==> src/rtl/dbg_inst_encoder_pkg.sv <==
// Shared definitions for the debug instruction encoder: debug op codes, MIPS
// opcode/funct constants, FSM state type and the combinational encode function.
package dbg_inst_encoder_pkg;

  localparam int unsigned Width = 32;

  // Debug-port operation codes (6-bit)
  localparam logic [5:0] DbgOpAdd   = 6'd0;
  localparam logic [5:0] DbgOpAddu  = 6'd1;
  localparam logic [5:0] DbgOpSub   = 6'd2;
  localparam logic [5:0] DbgOpSubu  = 6'd3;
  localparam logic [5:0] DbgOpSlt   = 6'd4;
  localparam logic [5:0] DbgOpSltu  = 6'd5;
  localparam logic [5:0] DbgOpAnd   = 6'd6;
  localparam logic [5:0] DbgOpOr    = 6'd7;
  localparam logic [5:0] DbgOpXor   = 6'd8;
  localparam logic [5:0] DbgOpNor   = 6'd9;
  localparam logic [5:0] DbgOpSll   = 6'd10;
  localparam logic [5:0] DbgOpSrl   = 6'd11;
  localparam logic [5:0] DbgOpSra   = 6'd12;
  localparam logic [5:0] DbgOpSllv  = 6'd13;
  localparam logic [5:0] DbgOpSrlv  = 6'd14;
  localparam logic [5:0] DbgOpSrav  = 6'd15;
  localparam logic [5:0] DbgOpJr    = 6'd16;
  localparam logic [5:0] DbgOpJalr  = 6'd17;
  localparam logic [5:0] DbgOpAddi  = 6'd18;
  localparam logic [5:0] DbgOpAddiu = 6'd19;
  localparam logic [5:0] DbgOpAndi  = 6'd20;
  localparam logic [5:0] DbgOpOri   = 6'd21;
  localparam logic [5:0] DbgOpXori  = 6'd22;
  localparam logic [5:0] DbgOpSlti  = 6'd23;
  localparam logic [5:0] DbgOpSltiu = 6'd24;
  localparam logic [5:0] DbgOpLui   = 6'd25;
  localparam logic [5:0] DbgOpLw    = 6'd26;
  localparam logic [5:0] DbgOpSw    = 6'd27;
  localparam logic [5:0] DbgOpBeq   = 6'd28;
  localparam logic [5:0] DbgOpBne   = 6'd29;
  localparam logic [5:0] DbgOpJ     = 6'd30;
  localparam logic [5:0] DbgOpJal   = 6'd31;
  localparam logic [5:0] DbgOpLi32  = 6'd32;
  localparam logic [5:0] DbgOpNop   = 6'd33;

  // MIPS primary opcodes
  localparam logic [5:0] OpcSpecial = 6'h00;
  localparam logic [5:0] OpcJ       = 6'h02;
  localparam logic [5:0] OpcJal     = 6'h03;
  localparam logic [5:0] OpcBeq     = 6'h04;
  localparam logic [5:0] OpcBne     = 6'h05;
  localparam logic [5:0] OpcAddi    = 6'h08;
  localparam logic [5:0] OpcAddiu   = 6'h09;
  localparam logic [5:0] OpcSlti    = 6'h0A;
  localparam logic [5:0] OpcSltiu   = 6'h0B;
  localparam logic [5:0] OpcAndi    = 6'h0C;
  localparam logic [5:0] OpcOri     = 6'h0D;
  localparam logic [5:0] OpcXori    = 6'h0E;
  localparam logic [5:0] OpcLui     = 6'h0F;
  localparam logic [5:0] OpcLw      = 6'h23;
  localparam logic [5:0] OpcSw      = 6'h2B;

  // MIPS SPECIAL funct codes
  localparam logic [5:0] FnSll  = 6'h00;
  localparam logic [5:0] FnSrl  = 6'h02;
  localparam logic [5:0] FnSra  = 6'h03;
  localparam logic [5:0] FnSllv = 6'h04;
  localparam logic [5:0] FnSrlv = 6'h06;
  localparam logic [5:0] FnSrav = 6'h07;
  localparam logic [5:0] FnJr   = 6'h08;
  localparam logic [5:0] FnJalr = 6'h09;
  localparam logic [5:0] FnAdd  = 6'h20;
  localparam logic [5:0] FnAddu = 6'h21;
  localparam logic [5:0] FnSub  = 6'h22;
  localparam logic [5:0] FnSubu = 6'h23;
  localparam logic [5:0] FnAnd  = 6'h24;
  localparam logic [5:0] FnOr   = 6'h25;
  localparam logic [5:0] FnXor  = 6'h26;
  localparam logic [5:0] FnNor  = 6'h27;
  localparam logic [5:0] FnSlt  = 6'h2A;
  localparam logic [5:0] FnSltu = 6'h2B;

  typedef enum logic [0:0] {StIdle, StSecond} state_e;

  typedef struct packed {
    logic             legal;     // op code is defined
    logic             two_word;  // op always expands to two words
    logic             ctrl;      // branch/jump, eligible for a delay-slot NOP
    logic [Width-1:0] word0;
    logic [Width-1:0] word1;
  } enc_t;

  function automatic logic [Width-1:0] r_word(input logic [4:0] rs, input logic [4:0] rt,
                                              input logic [4:0] rd, input logic [4:0] shamt,
                                              input logic [5:0] funct);
    return {OpcSpecial, rs, rt, rd, shamt, funct};
  endfunction

  function automatic logic [Width-1:0] i_word(input logic [5:0] opc, input logic [4:0] rs,
                                              input logic [4:0] rt, input logic [15:0] imm);
    return {opc, rs, rt, imm};
  endfunction

  function automatic enc_t encode(input logic [5:0] op, input logic [4:0] rs,
                                  input logic [4:0] rt, input logic [4:0] rd,
                                  input logic [Width-1:0] imm);
    enc_t e;
    e       = '0;
    e.legal = 1'b1;
    case (op)
      DbgOpAdd:   e.word0 = r_word(rs, rt, rd, 5'd0, FnAdd);
      DbgOpAddu:  e.word0 = r_word(rs, rt, rd, 5'd0, FnAddu);
      DbgOpSub:   e.word0 = r_word(rs, rt, rd, 5'd0, FnSub);
      DbgOpSubu:  e.word0 = r_word(rs, rt, rd, 5'd0, FnSubu);
      DbgOpSlt:   e.word0 = r_word(rs, rt, rd, 5'd0, FnSlt);
      DbgOpSltu:  e.word0 = r_word(rs, rt, rd, 5'd0, FnSltu);
      DbgOpAnd:   e.word0 = r_word(rs, rt, rd, 5'd0, FnAnd);
      DbgOpOr:    e.word0 = r_word(rs, rt, rd, 5'd0, FnOr);
      DbgOpXor:   e.word0 = r_word(rs, rt, rd, 5'd0, FnXor);
      DbgOpNor:   e.word0 = r_word(rs, rt, rd, 5'd0, FnNor);
      // Immediate shifts: rs field is architecturally zero
      DbgOpSll:   e.word0 = r_word(5'd0, rt, rd, imm[4:0], FnSll);
      DbgOpSrl:   e.word0 = r_word(5'd0, rt, rd, imm[4:0], FnSrl);
      DbgOpSra:   e.word0 = r_word(5'd0, rt, rd, imm[4:0], FnSra);
      DbgOpSllv:  e.word0 = r_word(rs, rt, rd, 5'd0, FnSllv);
      DbgOpSrlv:  e.word0 = r_word(rs, rt, rd, 5'd0, FnSrlv);
      DbgOpSrav:  e.word0 = r_word(rs, rt, rd, 5'd0, FnSrav);
      DbgOpJr: begin
        e.word0 = r_word(rs, 5'd0, 5'd0, 5'd0, FnJr);
        e.ctrl  = 1'b1;
      end
      DbgOpJalr: begin
        e.word0 = r_word(rs, 5'd0, rd, 5'd0, FnJalr);
        e.ctrl  = 1'b1;
      end
      DbgOpAddi:  e.word0 = i_word(OpcAddi, rs, rt, imm[15:0]);
      DbgOpAddiu: e.word0 = i_word(OpcAddiu, rs, rt, imm[15:0]);
      DbgOpAndi:  e.word0 = i_word(OpcAndi, rs, rt, imm[15:0]);
      DbgOpOri:   e.word0 = i_word(OpcOri, rs, rt, imm[15:0]);
      DbgOpXori:  e.word0 = i_word(OpcXori, rs, rt, imm[15:0]);
      DbgOpSlti:  e.word0 = i_word(OpcSlti, rs, rt, imm[15:0]);
      DbgOpSltiu: e.word0 = i_word(OpcSltiu, rs, rt, imm[15:0]);
      DbgOpLui:   e.word0 = i_word(OpcLui, 5'd0, rt, imm[15:0]);
      DbgOpLw:    e.word0 = i_word(OpcLw, rs, rt, imm[15:0]);
      DbgOpSw:    e.word0 = i_word(OpcSw, rs, rt, imm[15:0]);
      DbgOpBeq: begin
        e.word0 = i_word(OpcBeq, rs, rt, imm[15:0]);
        e.ctrl  = 1'b1;
      end
      DbgOpBne: begin
        e.word0 = i_word(OpcBne, rs, rt, imm[15:0]);
        e.ctrl  = 1'b1;
      end
      DbgOpJ: begin
        e.word0 = {OpcJ, imm[25:0]};
        e.ctrl  = 1'b1;
      end
      DbgOpJal: begin
        e.word0 = {OpcJal, imm[25:0]};
        e.ctrl  = 1'b1;
      end
      // LUI rt,hi then ORI rt,rt,lo
      DbgOpLi32: begin
        e.word0    = i_word(OpcLui, 5'd0, rt, imm[31:16]);
        e.word1    = i_word(OpcOri, rt, rt, imm[15:0]);
        e.two_word = 1'b1;
      end
      DbgOpNop:   e.word0 = '0;
      default:    e.legal = 1'b0;
    endcase
    return e;
  endfunction

endpackage

==> src/rtl/dbg_inst_encoder_sync_fifo.sv <==
// Synchronous FIFO with registered head, occupancy count and synchronous flush.
// Push is refused while full even if a pop happens in the same cycle.
module dbg_inst_encoder_sync_fifo #(
  parameter int unsigned DEPTH = 4,
  parameter int unsigned DW    = 32,
  parameter int unsigned LVL_W = $clog2(DEPTH + 1)
) (
  input  logic             clk_i,
  input  logic             rst_ni,
  input  logic             flush_i,
  input  logic             push_i,
  input  logic [DW-1:0]    wdata_i,
  input  logic             pop_i,
  output logic [DW-1:0]    rdata_o,
  output logic             full_o,
  output logic             empty_o,
  output logic [LVL_W-1:0] level_o
);

  localparam int unsigned PtrW = $clog2(DEPTH);

  logic [DW-1:0]    mem_q [DEPTH];
  logic [PtrW-1:0]  wptr_q, rptr_q;
  logic [LVL_W-1:0] count_q;
  logic             do_push, do_pop;

  assign full_o  = (count_q == LVL_W'(DEPTH));
  assign empty_o = (count_q == '0);
  assign do_push = push_i && !full_o && !flush_i;
  assign do_pop  = pop_i && !empty_o && !flush_i;
  assign level_o = count_q;
  // Empty FIFO presents zero so the head reads as 0 out of reset
  assign rdata_o = empty_o ? '0 : mem_q[rptr_q];

  // Storage write
  always_ff @(posedge clk_i) begin
    if (do_push) begin
      mem_q[wptr_q] <= wdata_i;
    end
  end

  // Pointers and occupancy; pointers wrap naturally since DEPTH is a power of two
  always_ff @(posedge clk_i or negedge rst_ni) begin
    if (!rst_ni) begin
      wptr_q  <= '0;
      rptr_q  <= '0;
      count_q <= '0;
    end else if (flush_i) begin
      wptr_q  <= '0;
      rptr_q  <= '0;
      count_q <= '0;
    end else begin
      if (do_push) wptr_q <= wptr_q + PtrW'(1);
      if (do_pop)  rptr_q <= rptr_q + PtrW'(1);
      unique case ({do_push, do_pop})
        2'b10:   count_q <= count_q + LVL_W'(1);
        2'b01:   count_q <= count_q - LVL_W'(1);
        default: count_q <= count_q;
      endcase
    end
  end

endmodule

==> src/rtl/dbg_inst_encoder.sv <==
// Debug-side MIPS instruction encoder: turns abstract debug commands into
// instruction words, expands two-word pseudo-ops and queues words for fetch
// injection. Optional macro DBG_ENC_DELAY_SLOT_EN appends a NOP delay-slot
// word after every branch/jump.
module dbg_inst_encoder
  import dbg_inst_encoder_pkg::*;
#(
  parameter int unsigned DEPTH = 4,
  parameter int unsigned LVL_W = $clog2(DEPTH + 1)
) (
  input  logic             clk_i,
  input  logic             rst_ni,
  input  logic             flush_i,
  input  logic             cmd_valid_i,
  output logic             cmd_ready_o,
  input  logic [5:0]       cmd_op_i,
  input  logic [4:0]       cmd_rs_i,
  input  logic [4:0]       cmd_rt_i,
  input  logic [4:0]       cmd_rd_i,
  input  logic [Width-1:0] cmd_imm_i,
  output logic             out_valid_o,
  input  logic             out_ready_i,
  output logic [Width-1:0] out_inst_o,
  output logic [LVL_W-1:0] level_o,
  output logic             err_illegal_o
);

`ifdef DBG_ENC_DELAY_SLOT_EN
  localparam bit DelaySlotEn = 1'b1;
`else
  localparam bit DelaySlotEn = 1'b0;
`endif

  state_e           state_q;
  logic [Width-1:0] second_q;
  logic             err_q;

  enc_t             enc;
  logic             two_word;
  logic             accept;
  logic             fifo_full, fifo_empty;
  logic             push;
  logic [Width-1:0] push_data;

  assign enc      = encode(cmd_op_i, cmd_rs_i, cmd_rt_i, cmd_rd_i, cmd_imm_i);
  // Delay-slot word is a NOP, which is already what enc.word1 holds for ctrl ops
  assign two_word = enc.two_word || (DelaySlotEn && enc.ctrl);

  // Ready depends only on FSM state and registered occupancy, never on out_ready
  assign cmd_ready_o   = (state_q == StIdle) && !fifo_full;
  assign accept        = cmd_valid_i && cmd_ready_o;
  assign out_valid_o   = !fifo_empty;
  assign err_illegal_o = err_q;

  // Select which word (if any) enters the FIFO this cycle
  always_comb begin
    push      = 1'b0;
    push_data = enc.word0;
    if (!flush_i) begin
      unique case (state_q)
        StIdle: begin
          push      = accept && enc.legal;
          push_data = enc.word0;
        end
        StSecond: begin
          push      = !fifo_full;
          push_data = second_q;
        end
        default: ;
      endcase
    end
  end

  // Two-state sequencer holding the pending second word and the error pulse
  always_ff @(posedge clk_i or negedge rst_ni) begin
    if (!rst_ni) begin
      state_q  <= StIdle;
      second_q <= '0;
      err_q    <= 1'b0;
    end else if (flush_i) begin
      state_q  <= StIdle;
      second_q <= '0;
      err_q    <= 1'b0;
    end else begin
      err_q <= accept && !enc.legal;
      unique case (state_q)
        StIdle: begin
          if (accept && enc.legal && two_word) begin
            second_q <= enc.word1;
            state_q  <= StSecond;
          end
        end
        StSecond: begin
          if (!fifo_full) state_q <= StIdle;
        end
        default: state_q <= StIdle;
      endcase
    end
  end

  dbg_inst_encoder_sync_fifo #(
    .DEPTH (DEPTH),
    .DW    (Width),
    .LVL_W (LVL_W)
  ) u_fifo (
    .clk_i   (clk_i),
    .rst_ni  (rst_ni),
    .flush_i (flush_i),
    .push_i  (push),
    .wdata_i (push_data),
    .pop_i   (out_valid_o && out_ready_i),
    .rdata_o (out_inst_o),
    .full_o  (fifo_full),
    .empty_o (fifo_empty),
    .level_o (level_o)
  );

endmodule

==> config.mk <==
export PLATFORM = sky130hd
export DESIGN_NAME = dbg_inst_encoder
export DESIGN_NICKNAME = d
export VERILOG_FILES = /design/src/rtl/dbg_inst_encoder_pkg.sv /design/src/rtl/dbg_inst_encoder_sync_fifo.sv /design/src/rtl/dbg_inst_encoder.sv
export SDC_FILE = /design/constraint.sdc
export NUM_CORES = 1
export LEC_CHECK = 0
export BUFFER_PORTS_ARGS = -buffer_cell sky130_fd_sc_hd__buf_2
export CORE_MARGIN = 2
export CORE_UTILIZATION = 30
export DETAILED_ROUTE_END_ITERATION = 12
export PLACE_DENSITY = 0.48
export SYNTH_ARGS = -nofsm -noshare
export SYNTH_HDL_FRONTEND = slang
export SYNTH_SLANG_ARGS = --single-unit
==> constraint.sdc <==
create_clock -name clk_i -period 2.7 [get_ports clk_i]
set_input_delay 0.81 -clock clk_i [delete_from_list [all_inputs] [get_ports clk_i]]
set_output_delay 0.81 -clock clk_i [all_outputs]
set_load 0.05 [all_outputs]
---- Word level (Yosys, flattened, before mapping) ----
Memories as Yosys holds them, arrays and structs flattened.
Cells that the tools add are included.
word-level totals
  flip-flop bits (word level) ............. 41
  latch bits .............................. 0
  bits in writable memories ............... 128
  memory bits (read-only) ................. 0
  input bits .............................. 58
  logic and storage cells ................. 96
  memories kept ........................... 1
operators by class
  $add $sub $neg .......................... 4
  multiply operators ...................... 0
  divide/modulo/power cells ............... 0
  $lt $le $gt $ge ......................... 0
  eq/ne operators ......................... 37
  shift-type cells ........................ 0
  multiplexer cells ....................... 25
  bitwise gates (word level) .............. 1
  reduce and logical (&&, ||, !) cells .... 22
memories
  name          depth  bits a word  rd ports  clocked after memory_dff  wr ports  RTL line                          RTL
  u_fifo.mem_q  4      32           1         0                         1         dbg_inst_encoder_sync_fifo.sv:22  logic [DW-1:0] mem_q [DEPTH];
operators with widths
  operator                                        number
  one-hot mux 32 bit (33 select lines)            1
  2-to-1 mux 32 bit                               5
  == test 6 x 5 -> 1 bit (second input constant)  16
  one-hot mux 32 bit (2 select lines)             1
  == test 6 x 4 -> 1 bit (second input constant)  8
  OR reduction 34 bit                             1
  2-to-1 mux 30 bit                               1
  == test 6 x 3 -> 1 bit (second input constant)  4
  == test 6 x 2 -> 1 bit (second input constant)  2
  == test 6 bit (second input constant)           2
  logical AND 1 bit                               10
  2-to-1 mux 1 bit                                9
  2-to-1 mux 2 bit                                4
  == test 6 x 1 -> 1 bit (second input constant)  1
  zero test 6 bit                                 1
  one-hot mux 3 bit (2 select lines)              1
  nonzero test 2 bit                              3
  adder 2 x 1 -> 2 bit (second input constant)    2
  zero test 1 bit                                 4
  one-hot mux 1 bit (2 select lines)              2
  adder 3 x 1 -> 3 bit (second input constant)    1
  == test 3 bit (second input constant)           1
  zero test 3 bit                                 1
  2-to-1 mux 3 bit                                1
  7 further kinds                                 7

---- Longest topological paths before layout ----
  depth after elaboration ................. 12
  gate-level depth with buffers ........... 8
  depth with buffers taken out ............ 7

---- Cells and area by module ----
A second synthesis with hierarchy kept.
second synthesis, totals
  cells, all modules ...................... 501
  area, all modules ....................... 7355.8 um^2
modules (own cells, without submodules)
  module                      instances  cells each  area each (um^2)  seq. area each (um^2)
  dbg_inst_encoder_sync_fifo  1          268         5436.5            4018.9
  dbg_inst_encoder            1          233         1919.3            600.6

---- Worst setup path before layout ----
No wires, ideal clock.
  path type ............................... input-to-reg
  from .................................... in cmd_op_i[2]
  to ...................................... mem u_fifo.mem_q[1][0] (enable)
  setup time .............................. 391 ps
  data arrival time ....................... 2694 ps
  required time ........................... 2309 ps
  slack ................................... -384 ps
  cell stages on the path ................. 4
  cells stage by stage .................... buf_6 or4_4 a2111oi_4 and2_1
between the ends
  word-level cells in the longest chain between the ends .. 10
RTL lines
  what                                      RTL line                          RTL
  from (decl)                               dbg_inst_encoder.sv:16            input logic [5:0] cmd_op_i,
  == test 6 bit (tied with other cells)     dbg_inst_encoder_pkg.sv:107       case (op)
  OR reduction 34 bit (no line) *           --
  2-to-1 mux 1 bit *                        dbg_inst_encoder_pkg.sv:107
  logical AND 1 bit *                       dbg_inst_encoder.sv:62            push = accept && enc.legal;
  one-hot mux 1 bit (2 select lines) *      dbg_inst_encoder.sv:60            unique case (state_q)
  2-to-1 mux 1 bit *                        dbg_inst_encoder.sv:59            if (!flush_i) begin
  logical AND 1 bit * (2 in a row)          dbg_inst_encoder_sync_fifo.sv:29  assign do_push = push_i && !full_o && !flush_i;
  2-to-1 mux 1 bit *                        dbg_inst_encoder_sync_fifo.sv:37  if (do_push) begin
  2-to-1 mux 1 bit (not written as such) *  dbg_inst_encoder_sync_fifo.sv:38  mem_q[wptr_q] <= wdata_i;
  to (decl)                                 dbg_inst_encoder_sync_fifo.sv:22
Mark *: on every way between the ends. The rest lies on a longest branch, timed or not.

---- Worst setup path in the final report ----
  from .................................... reg u_fifo.rptr_q[0]
  to ...................................... out out_inst_o[0]
between the ends
  word-level cells in the longest chain between the ends .. 2
RTL lines
  what                      RTL line                          RTL
  from (decl)               dbg_inst_encoder_sync_fifo.sv:23  logic [PtrW-1:0] wptr_q, rptr_q;
  from (signal assigned)    dbg_inst_encoder_sync_fifo.sv:54  if (do_pop) rptr_q <= rptr_q + PtrW'(1);
  memory read (4 x 32 bit)  --
  2-to-1 mux 32 bit         dbg_inst_encoder_sync_fifo.sv:33  assign rdata_o = empty_o ? '0 : mem_q[rptr_q];
  to (decl)                 dbg_inst_encoder.sv:23            output logic [Width-1:0] out_inst_o,
Every way passes these cells.

==> metrics.yaml <==
sta:
  layout_min_cycle_time_ns: 2.75
  hold_viol_final: 0
  max_clock_freq_ghz: 0.364
  setup_ws_ns: -0.0474
  setup_viol: 23
  finClkSkew_ns: 0.0108
  fin_hold_ws_ns: 0.483
  rsz0062_at_grt: "yes"
  finalCritPeriodShare_pct: 102
  drv_slew: 0
  slew_headroom_pct: 42.6
  max_slew.worst_pin.slew_ns: 0.861
place:
  routabilityCongestion: 0.841
  dpl.hpwl_mm: 13.3
  dp_cells: 923
  portBuffers: 94
status:
  status: "complete, but fails checks"
  violations: "negative setup slack"
worst_setup_path:
  cpMostUsedCell: "buf_6"
  cp-start-kind: "flip-flop"
  cpLargestDelayFamily: "multiplexers"
  end_kind: "output port"
  slowest_stage: "mux4_2"
  crit_buf_inv: 3
  cp_max_fo: 5
  critPathRequiredTime_ns: 1.89
  max_stage_delay_ns: 0.54
  crit_chain: "buf_6 -> buf_12 -> mux4_2 -> and2_4 -> buf_6"
  cp.arrival_ns: 1.94
  path_class: "reg -> out"
grt:
  grt_pass1_wl_mm: 29.0
  antenna_found_initial: 0
  globalRouteOverflowTotal: 0
  grt_max_degree: 35
  first_global_vias: 5024
  globalRouteTotalUtil_pct: 16.1
synthesis:
  syn_avg_cell_area_um2: 14.4
  synth.distinct_cells: 49
  synth-async-reset-ratio_pct: 20.0
  synth.ff_latch_count: 155
  netlist_area_um2: 7000
  ys_seq_area_share_pct: 64.3
  syn_nets: 549
  synth_flop_cell: "edfxtp_1"
  synth_cells: 486
  synth_edf_count: 124
  yosysWarnings: 0
clock_network:
  cts_buffers: 17
  htree_levels: 4
  tritoncts: "built"
  cts_hold_buf: 0
  path_clk_slew_ns: 0.07
  clk_latency_ns: 0.42
  cts_buffer_depth: 2
  root_buffer: "clkbuf_16"
  cts_sinks: 155
floorplanning:
  die_area_um2: 24600
  start_util_pct: 30.7
  core_um2: 22800
  ioPinCount: 96
  row_count: 55
  die_h_um: 157
  die_w_um: 157
run:
  drv_cap: 0
routing:
  m1WireLength_mm: 8.39
  route.detailed.wl_per_inst_um: 19.8
  drc_errors: 0
  via_count: 4784
  ant_nets: 0
  topRoutingLayerUsed: "met4"
  dr_wl_met2_mm: 9.37
  detail_route.vias_per_cell: 4.97
  wl_met3_um: 995
  firstDrtPassIters: 8
  wirelength_mm: 19.1
  drt_iter0_markers: 365
pwr:
  power_leakage_nw: 3.58
  p_total_mw: 7.84
  powerDensity_nw_per_um2: 841
  vdd_drop_max_v: 0.000408
finish:
  diodes: 0
  final_cells: 963
  syn_to_final_growth_pct: 33.3
  layout-drive-gt1-share_pct: 42.6
  fillers: 2140
  layout.nets: 700
min_path:
  min_path_type: "reg -> reg"
path summary, 6_finish.rpt:
| check | from | endpoint | slack [ns] | cells after the start |
|---|---|---|---|---|
| worst max-delay path | u_fifo.rptr_q[0] | out_inst_o[0] | -0.05 | 5 |
| worst min-delay path | second_q[28] | second_q[28] | 0.48 | 1 |
| worst max register to register | u_fifo.level_o[2] | u_fifo.level_o[2] | 0.58 | 8 |
| worst min register to register | second_q[28] | second_q[28] | 0.48 | 1 |
| max in group asynchronous | rst_ni | u_fifo.rptr_q[0] | 1.61 | 1 |
| min in group asynchronous | rst_ni | second_q[5] | 0.50 | 1 |
layout make-up:
type | count | area [µm²] | area share [%]
sequential | 155 | 4500 | 48.3
multi-input combinational | 285 | 2430 | 26.0
timing repair buffer | 167 | 1380 | 14.8
clock buffer | 17 | 425 | 4.56
tap | 313 | 392 | 4.20
clock inverter | 15 | 158 | 1.69
inverter | 11 | 41.3 | 0.443
logic make-up (layout without fill, tap and decap cells):
| family | Yosys count | after routing | synth area share (%) |
|---|---|---|---|
| AO/OA/AOI/OAI | 108 | 108 | 11.1 |
| XOR/XNOR | 5 | 5 | 0.626 |
| adder cells (fa/ha/maj) | 5 | 5 | 1.00 |
| buffers and inverters | 46 | 210 | 2.72 |
| flip-flops | 155 | 155 | 64.3 |
| multiplexers | 32 | 32 | 10.1 |
| other | 1 | 1 | 0.0536 |
| AND/OR/NAND/NOR | 134 | 134 | 10.1 |
cells in the mapped netlist (7+ instances only):
| cell type | number | area share (%) |
|---|---|---|
| a22o_1 | 21 | 2.6 |
| mux4_2 | 31 | 10 |
| a222oi_1 | 12 | 1.7 |
| nand2_1 | 25 | 1.3 |
| o21ai_0 | 21 | 1.5 |
| edfxtp_1 | 124 | 53 |
| nor2_1 | 31 | 1.7 |
| and2_1 | 35 | 3.1 |
| inv_1 | 11 | 0.59 |
| dfrtp_1 | 31 | 11 |
| clkbuf_1 | 25 | 1.3 |
| o211ai_1 | 7 | 0.75 |
| nor3_1 | 9 | 0.64 |
| a21oi_1 | 23 | 1.6 |
metrics by stage:
stage	cell area [µm²]	TNS, ns	util, %	setup WS, ns
2_1_floorplan	7030	-15.05	-	-0.149
3_3_place_gp	8350	-18.56	36.7	-0.208
3_5_place_dp	8350	-20.32	36.7	-0.195
4_1_cts	9390	-2.83	41.2	-0.147
5_1_grt	9320	-2.76	40.9	-0.128
6_report	9320	-0.544	40.9	-0.0474
repair_timing:
item / 4_1_cts / 5_1_grt
gates resized for setup: 96 / 5
setup endpoints to repair: 31 / 31
setup buffers: 6 / 3
pin swaps: 0 / 0
gates cloned: 3 / 0
sequential cells by signal (all words and copies together), names as in the netlist:
register and flops:
u_fifo.wptr_q 2, second_q 22, state_q 1, u_fifo.level_o 3
u_fifo.mem_q 124, u_fifo.rptr_q 2, err_illegal_o 1
layout by cell type (no fill, tap or decap), types with 17 or more instances in the layout:
cell / instances
a21oi_1: 23
a22o_1: 21
and2_4: 31
buf_2: 63
buf_4: 59
buf_6: 30
clkbuf_16: 17
dfrtp_1: 30
edfxtp_1: 124
mux4_2: 31
nand2_1: 25
nor2_1: 31
o21ai_0: 20
metal layers:
layer,up-vias,GRT usage [%]
met1,2421,21.1
met4,0,4.81
li1,2205,-
met3,16,4.76
met5,-,0
met2,142,26.1
power by group:
group	internal, mW	total, mW	switching (mW)
Combinational	1.23	2.84	1.60
Sequential	2.66	2.69	0.0327
Clock	1.30	2.31	1.01
Power figures use the tool's default switching activity.
